--- config.mk ---
export PLATFORM = sky130hd
export DESIGN_NAME = time_of_day_counter
export DESIGN_NICKNAME = d
export VERILOG_FILES = /design/src/rtl/time_of_day_counter.sv
export SDC_FILE = /design/constraint.sdc
export NUM_CORES = 1
export LEC_CHECK = 0
export ABC_CLOCK_PERIOD_IN_PS = 2290
export CAP_MARGIN = 20
export CORE_MARGIN = 10
export CORE_UTILIZATION = 52
export DETAILED_ROUTE_END_ITERATION = 16
export PLACE_DENSITY = 0.91
export SLEW_MARGIN = 15
export SYNTH_ARGS = -nofsm -noshare
export SYNTH_HDL_FRONTEND = slang
export SYNTH_SLANG_ARGS = --single-unit
--- constraint.sdc ---
create_clock -name clk_50MHz -period 2.29 [get_ports clk_50MHz]
set_input_delay 0.3435 -clock clk_50MHz [delete_from_list [all_inputs] [get_ports clk_50MHz]]
set_output_delay 0.3435 -clock clk_50MHz [all_outputs]
set_load 0.01 [all_outputs]
--- src/rtl/time_of_day_counter.sv ---
// Real-time clock core: divides the board clock to a 1 Hz tick and keeps
// hours/minutes/seconds. It supports a range-checked runtime time set,
// run/hold control, a 12 h view and per-unit tick strobes.
module time_of_day_counter #(
  parameter int unsigned CLK_HZ  = 50_000_000,
  parameter int unsigned PRESC_W = $clog2(CLK_HZ)
) (
  input  logic       clk_50MHz,
  input  logic       reset,
  input  logic       run,
  input  logic       set_valid,
  input  logic [4:0] set_hours,
  input  logic [5:0] set_minutes,
  input  logic [5:0] set_seconds,
  output logic       set_error,
  output logic [5:0] seconds,
  output logic [5:0] minutes,
  output logic [4:0] hours,
  output logic [3:0] hours_12,
  output logic       pm,
  output logic       sec_tick,
  output logic       min_tick,
  output logic       hour_tick,
  output logic       day_tick
);

  localparam logic [PRESC_W-1:0] PrescMax = PRESC_W'(CLK_HZ - 1);

  logic [PRESC_W-1:0] presc_q, presc_d;
  logic [5:0]         seconds_q, seconds_d;
  logic [5:0]         minutes_q, minutes_d;
  logic [4:0]         hours_q, hours_d;
  logic               sec_tick_q, sec_tick_d;
  logic               min_tick_q, min_tick_d;
  logic               hour_tick_q, hour_tick_d;
  logic               day_tick_q, day_tick_d;
  logic               set_error_q, set_error_d;

  logic set_ok;
  logic presc_wrap;
  logic sec_wrap, min_wrap, hour_wrap;

  // Next-state: an accepted set has priority over counting; the whole cascade
  // is resolved from current register values so every field moves on one edge.
  always_comb begin
    set_ok     = set_valid && (set_hours < 5'd24) && (set_minutes < 6'd60)
                 && (set_seconds < 6'd60);
    presc_wrap = run && (presc_q == PrescMax);
    sec_wrap   = (seconds_q == 6'd59);
    min_wrap   = (minutes_q == 6'd59);
    hour_wrap  = (hours_q == 5'd23);

    presc_d     = presc_q;
    seconds_d   = seconds_q;
    minutes_d   = minutes_q;
    hours_d     = hours_q;
    sec_tick_d  = 1'b0;
    min_tick_d  = 1'b0;
    hour_tick_d = 1'b0;
    day_tick_d  = 1'b0;
    set_error_d = 1'b0;

    if (set_ok) begin
      presc_d   = '0;
      seconds_d = set_seconds;
      minutes_d = set_minutes;
      hours_d   = set_hours;
    end else begin
      // A rejected set does not disturb normal counting.
      set_error_d = set_valid;
      if (run) begin
        if (presc_wrap) begin
          presc_d    = '0;
          sec_tick_d = 1'b1;
          if (sec_wrap) begin
            seconds_d  = '0;
            min_tick_d = 1'b1;
            if (min_wrap) begin
              minutes_d   = '0;
              hour_tick_d = 1'b1;
              if (hour_wrap) begin
                hours_d    = '0;
                day_tick_d = 1'b1;
              end else begin
                hours_d = hours_q + 5'd1;
              end
            end else begin
              minutes_d = minutes_q + 6'd1;
            end
          end else begin
            seconds_d = seconds_q + 6'd1;
          end
        end else begin
          presc_d = presc_q + PRESC_W'(1);
        end
      end
    end
  end

  // State registers with synchronous active-low reset.
  always_ff @(posedge clk_50MHz) begin
    if (!reset) begin
      presc_q     <= '0;
      seconds_q   <= '0;
      minutes_q   <= '0;
      hours_q     <= '0;
      sec_tick_q  <= 1'b0;
      min_tick_q  <= 1'b0;
      hour_tick_q <= 1'b0;
      day_tick_q  <= 1'b0;
      set_error_q <= 1'b0;
    end else begin
      presc_q     <= presc_d;
      seconds_q   <= seconds_d;
      minutes_q   <= minutes_d;
      hours_q     <= hours_d;
      sec_tick_q  <= sec_tick_d;
      min_tick_q  <= min_tick_d;
      hour_tick_q <= hour_tick_d;
      day_tick_q  <= day_tick_d;
      set_error_q <= set_error_d;
    end
  end

  // 12 h view derived from the registered 24 h hours.
  always_comb begin
    if (hours_q == 5'd0) begin
      hours_12 = 4'd12;
    end else if (hours_q > 5'd12) begin
      hours_12 = 4'(hours_q - 5'd12);
    end else begin
      hours_12 = hours_q[3:0];
    end
    pm = (hours_q >= 5'd12);
  end

  assign seconds   = seconds_q;
  assign minutes   = minutes_q;
  assign hours     = hours_q;
  assign sec_tick  = sec_tick_q;
  assign min_tick  = min_tick_q;
  assign hour_tick = hour_tick_q;
  assign day_tick  = day_tick_q;
  assign set_error = set_error_q;

endmodule
Yosys cells after proc, flatten, opt, wreduce, memory -nomap -nowiden
Cells that the tools add are included.
- register bits: 48
- output and inout bits: 27
- input port bits: 21
- $lt $le $gt $ge: 5
- equality and inequality tests: 4
- reductions and logical operators: 17
- multiplexer cells: 22
- bitwise logic cells: 5
- add/subtract/negate cells: 5
- operators with widths (operator ; count):
    6-bit two-way mux ; 9
    5-bit two-way mux ; 6
    26-bit by 1-bit adder with 26-bit output, second input constant ; 1
    26-bit equality test, second input constant ; 1
    26-bit two-way mux ; 1
    6-bit by 1-bit adder with 6-bit output, second input constant ; 2
    6-bit equality test, second input constant ; 2
    6-bit less-than comparator, second input constant ; 2
    4-bit two-way mux ; 2
    2-bit nonzero test ; 4
    6-bit OR reduction ; 1
    5-bit by 1-bit adder with 5-bit output, second input constant ; 1
    5-bit equality test, second input constant ; 1
    5-bit by 4-bit >= comparator with 1-bit output, second input constant ; 1
    5-bit by 4-bit > comparator with 1-bit output, second input constant ; 1
    5-bit logical NOT ; 1
    5-bit less-than comparator, second input constant ; 1
    1-bit inverter ; 5
    5-bit OR reduction ; 1
    1-bit logical AND ; 4
    1-bit two-way mux ; 4
    4-bit AND reduction ; 1
    4-bit OR reduction ; 1
    4-bit subtractor, second input constant ; 1
    4 further kinds ; 4

Logic depth before layout (Yosys ltp)
- depth in word-level cells: 7
- depth in mapped cells: 9
- gate-level depth less buffers: 6

Worst setup path before layout
OpenSTA, ideal clock, no wires.
- kind: register to register
- start point: register presc_q[0]
- end point: register seconds_q[0] (netlist: seconds[0])
- stages on the path, launching flop included: 9
- arrival time: 1710 ps
- library setup time: 74 ps
- slack: 506 ps
- required time: 2216 ps
- buffers on the path: 2
- path through: dfxtp_1 ha_1 and3_1 buf_2 nand4_2 or2_1 buf_6 or3_1 a31oi_1
- word-level cells in the longest chain between the ends: 4
- ends and longest elaborated chain (item ; RTL line ; text):
    start, declared ; 29 ; logic [PRESC_W-1:0] presc_q, presc_d;
    start signal, assigned ; 113 ; presc_q <= presc_d;
    26-bit equality test ; 48 ; presc_wrap = run && (presc_q == PrescMax);
    1-bit logical AND ; 48 ;
    2-bit nonzero test (no source line) ; -- ;
    2-bit AND reduction (no source line) ; -- ;
    end signal, assigned ; 114 ; seconds_q <= seconds_d;
    end, declared ; 30 ; logic [5:0] seconds_q, seconds_d;
Every way passes these cells.
A chain may end at the register's enable or synchronous reset.

Worst setup path in the final report
- start point: register hours_q[0] (netlist: hours[0])
- end point: output hours_12[0]
- word-level cells in the longest chain between the ends: 3
- elaborated cells on any way between the ends: 5
- classes of those cells: add/sub: 1; order compare: 1; mux: 2; reduce/logical: 1
- ends and longest elaborated chain (item ; RTL line ; text):
    start, declared ; 32 ; logic [4:0] hours_q, hours_d;
    start signal, assigned ; 116 ; hours_q <= hours_d;
    4-bit subtractor or 5-bit by 4-bit > comparator with 1-bit output (tied branches) ; 130, 129 ;
    4-bit two-way mux ; 129 ; end else if (hours_q > 5'd12) begin
    4-bit two-way mux (*) ; 127 ; if (hours_q == 5'd0) begin
    end, declared ; 19 ; output logic [3:0] hours_12,
Every way passes the cells marked *; elsewhere a longest branch is shown, timed or not.

==> flow_summary.yaml <==
cts:
  path_clk_slew_ps: 90
  clockBufferDepth: 2
  cts-root-buf: "clkbuf_8"
  cts_htree_levels: 2
  cts.repair.resized: 4
  cts_tree: "built"
  post_cts_buffers: 0
  numCtsBuffers: 5
  ctsHoldBuffers: 0
  cts.sinks: 48
  clk-insertion-delay-late_ps: 310
synth:
  async_reset_ff_share_pct: 0
  syn_area_um2: 2620
  yosys.area.top_type_share_pct: 36.7
  synth.largest_area_cell: "dfxtp_1"
  synth-edff-count: 0
  synth_cell_types: 47
  synth_fp_nets: 347
  synth_area_per_cell_um2: 8.24
  synth_flop_cell: "dfxtp_1"
  synth_most_common_cell: "dfxtp_1"
  yosysWarnings: 0
  synthesis.instances: 318
  ys_ff_latch: 48
  ys_top_cells_by_area: "dfxtp_1 (37%), xnor2_1 (7.0%), nor2_1 (6.6%)"
  synth.yosys.seq_area_share_pct: 36.7
  synth_common_cells: "dfxtp_1 (48), nor2_1 (46), nand2_1 (27), xnor2_1 (21), a21oi_1 (16)"
pwr:
  intPower_mw: 1.34
  ir_drop_mv: 0.399
  power_frac_clock_pct: 34.6
  switchingPower_uw: 478
  finalPower_mw: 1.82
  power_frac_comb_pct: 16.0
  p_seq_share_pct: 49.3
  p_leak_nw: 1.18
  power_density_nw_per_um2: 550
  netSwitchingFraction_pct: 26.2
floorplan:
  dieHeight_um: 91
  num_rows: 25
  start_util_pct: 54.4
  pin_count: 48
  core_area_um2: 4820
  dieWidth_um: 91
  die-area_um2: 8280
critical_path:
  cp_common_cell: "nor2_1"
  cp_slowest_cell: "clkdlybuf4s50_1"
  reg2regPathDepth: 6
  startpoint: "hours[0]"
  crit_fanout: 5
  r2r_end: "hours[0]"
  end_kind: "output port"
  crit_end: "hours_12[0]"
  cp.arrival_ps: 1780
  critPathKind: "flip-flop to output port"
  cp-start-kind: "flip-flop"
  r2r_start: "seconds[0]"
  required_ps: 1950
  path_cells: "inv_1, ha_1, nand2_1, nor2_1, nor2_1, clkdlybuf4s50_1"
  r2r_slack_ps: 250
  slowest_delay_ps: 540
global_routing:
  grt_pass1_vias: 2320
  grtUsageTotal_pct: 15.8
  grt.overflow.total: 0
  antenna_found_initial: 0
  grt_max_degree: 25
  grt_pass1_wl_mm: 11.2
finish:
  area_delta_synth_final_pct: 26.3
  antenna_cells: 0
  nNetsFinal: 398
  drive_gt1_share_pct: 7.30
  utilization_pct: 68.7
route:
  first_iter_violations: 232
  vias: 2493
  drc_errors: 0
  first_pass_iters: 5
  dr_wl_met2_mm: 3.23
  post_drt_wl_per_cell_um: 15.3
  top_layer_used: "met4"
  post_drt_via_cell_ratio: 5.70
  m1WireLength_mm: 2.88
  wl_met3_um: 445
  ant_nets: 0
  wirelength_mm: 6.70
sta:
  worst_slew_pin_slew_ps: 467
  finClkSkew_ps: 8.91
  finalSetupViolCount: 0
  layout_min_cycle_time_ps: 2130
  slew_viol_final: 0
  min_period_over_period_pct: 92.9
  fmax_mhz: 470
  rsz0062_at_grt: "no"
  fin_ws_ps: 163
  slew_headroom_pct: 68.6
  hold_viol: 0
  tns_ps: 0
outcome:
  outcome: "completed"
placed_design:
  port_buffers: 47
  gp_congestion: 0.902
  dp_slack_ps: -43.9
  dp_hpwl_mm: 5.03
job:
  drv_cap: 0
min_path:
  hold_class: "flip-flop to flip-flop"
cell families (layout without fill, tap and decap cells):
family / after synthesis / after routing / synth area share [%]
AO/OA/AOI/OAI: 54 / 54 / 12.7
multiplexers: 8 / 8 / 3.06
buffers and inverters: 24 / 76 / 4.06
XOR/XNOR: 26 / 26 / 8.69
flip-flops: 48 / 48 / 36.7
adder cells (fa/ha/maj): 8 / 8 / 3.82
AND/OR/NAND/NOR: 150 / 150 / 31.0
per-layer routing:
layer	up-vias	global-route usage, %
met2	77	27.2
met3	13	4.61
li1	1239	-
met4	0	5.22
met1	1164	18.3
met5	-	0
critical path: cells and delay by family (launching register included):
family | cells | cell delay (ps)
adder cells (fa/ha/maj) | 1 | 230
buffers and inverters | 2 | 630
flip-flops | 1 | 380
AND/OR/NAND/NOR | 3 | 230
placed cells by master, fill, tap and decap left out, types with 6 or more instances in the layout:
| cell | instances |
|---|---|
| mux2i_1 | 8 |
| a21oi_1 | 16 |
| and3_1 | 13 |
| inv_1 | 12 |
| nand2_1 | 27 |
| ha_1 | 8 |
| nor3_1 | 6 |
| dfxtp_1 | 45 |
| buf_4 | 8 |
| xnor2_1 | 21 |
| nand4_1 | 9 |
| nand3_1 | 14 |
| o21ai_0 | 14 |
| clkdlybuf4s50_1 | 45 |
| nor2_1 | 46 |
area by class of cell:
| type | count | area, µm² |
|---|---|---|
| repair buffers | 56 | 548 |
| multi-input cells | 246 | 1550 |
| well taps | 67 | 83.8 |
| fillers | 394 | 1510 |
| flip-flops and latches | 48 | 965 |
| clock buffers | 5 | 68.8 |
| inverters | 12 | 45.0 |
| clock inverters | 3 | 46.3 |
worst min path at each step:
stage,startpoint,to,cells past startpoint
final,presc_q[1],presc_q[1],2
after global routing,presc_q[1],presc_q[1],2
after CTS,presc_q[1],presc_q[1],2
after detailed placement,presc_q[1],presc_q[1],2
after global placement,presc_q[1],presc_q[1],2
after floorplan,presc_q[1],presc_q[1],2
per-stage QoR:
stage | hold slack, ps | instances | cell area [µm²]
after floorplan | 458 | 318 | 2620
after global placement | 469 | 429 | 3190
after detailed placement | 481 | 429 | 3190
after CTS | 495 | 437 | 3310
after global routing | 538 | 437 | 3310
final | 493 | 437 | 3310
power groups by stage:
stage / registers (mW) / logic [mW] / clock network [mW]
final: 0.899 / 0.292 / 0.631
after global routing: 0.905 / 0.323 / 0.664
after CTS: 0.897 / 0.294 / 0.637
after detailed placement: 0.916 / 0.297 / 0
after global placement: 0.914 / 0.290 / 0
after floorplan: 0.919 / 0.132 / 0
sequential cells by signal, summed over array words and instances, names as in the netlist:
name and count:
sec_tick 1, presc_q 26, hours 5, set_error 1, day_tick 1, minutes 6, min_tick 1, hour_tick 1
seconds 6
Note: power is estimated with default switching activity, not from simulation.
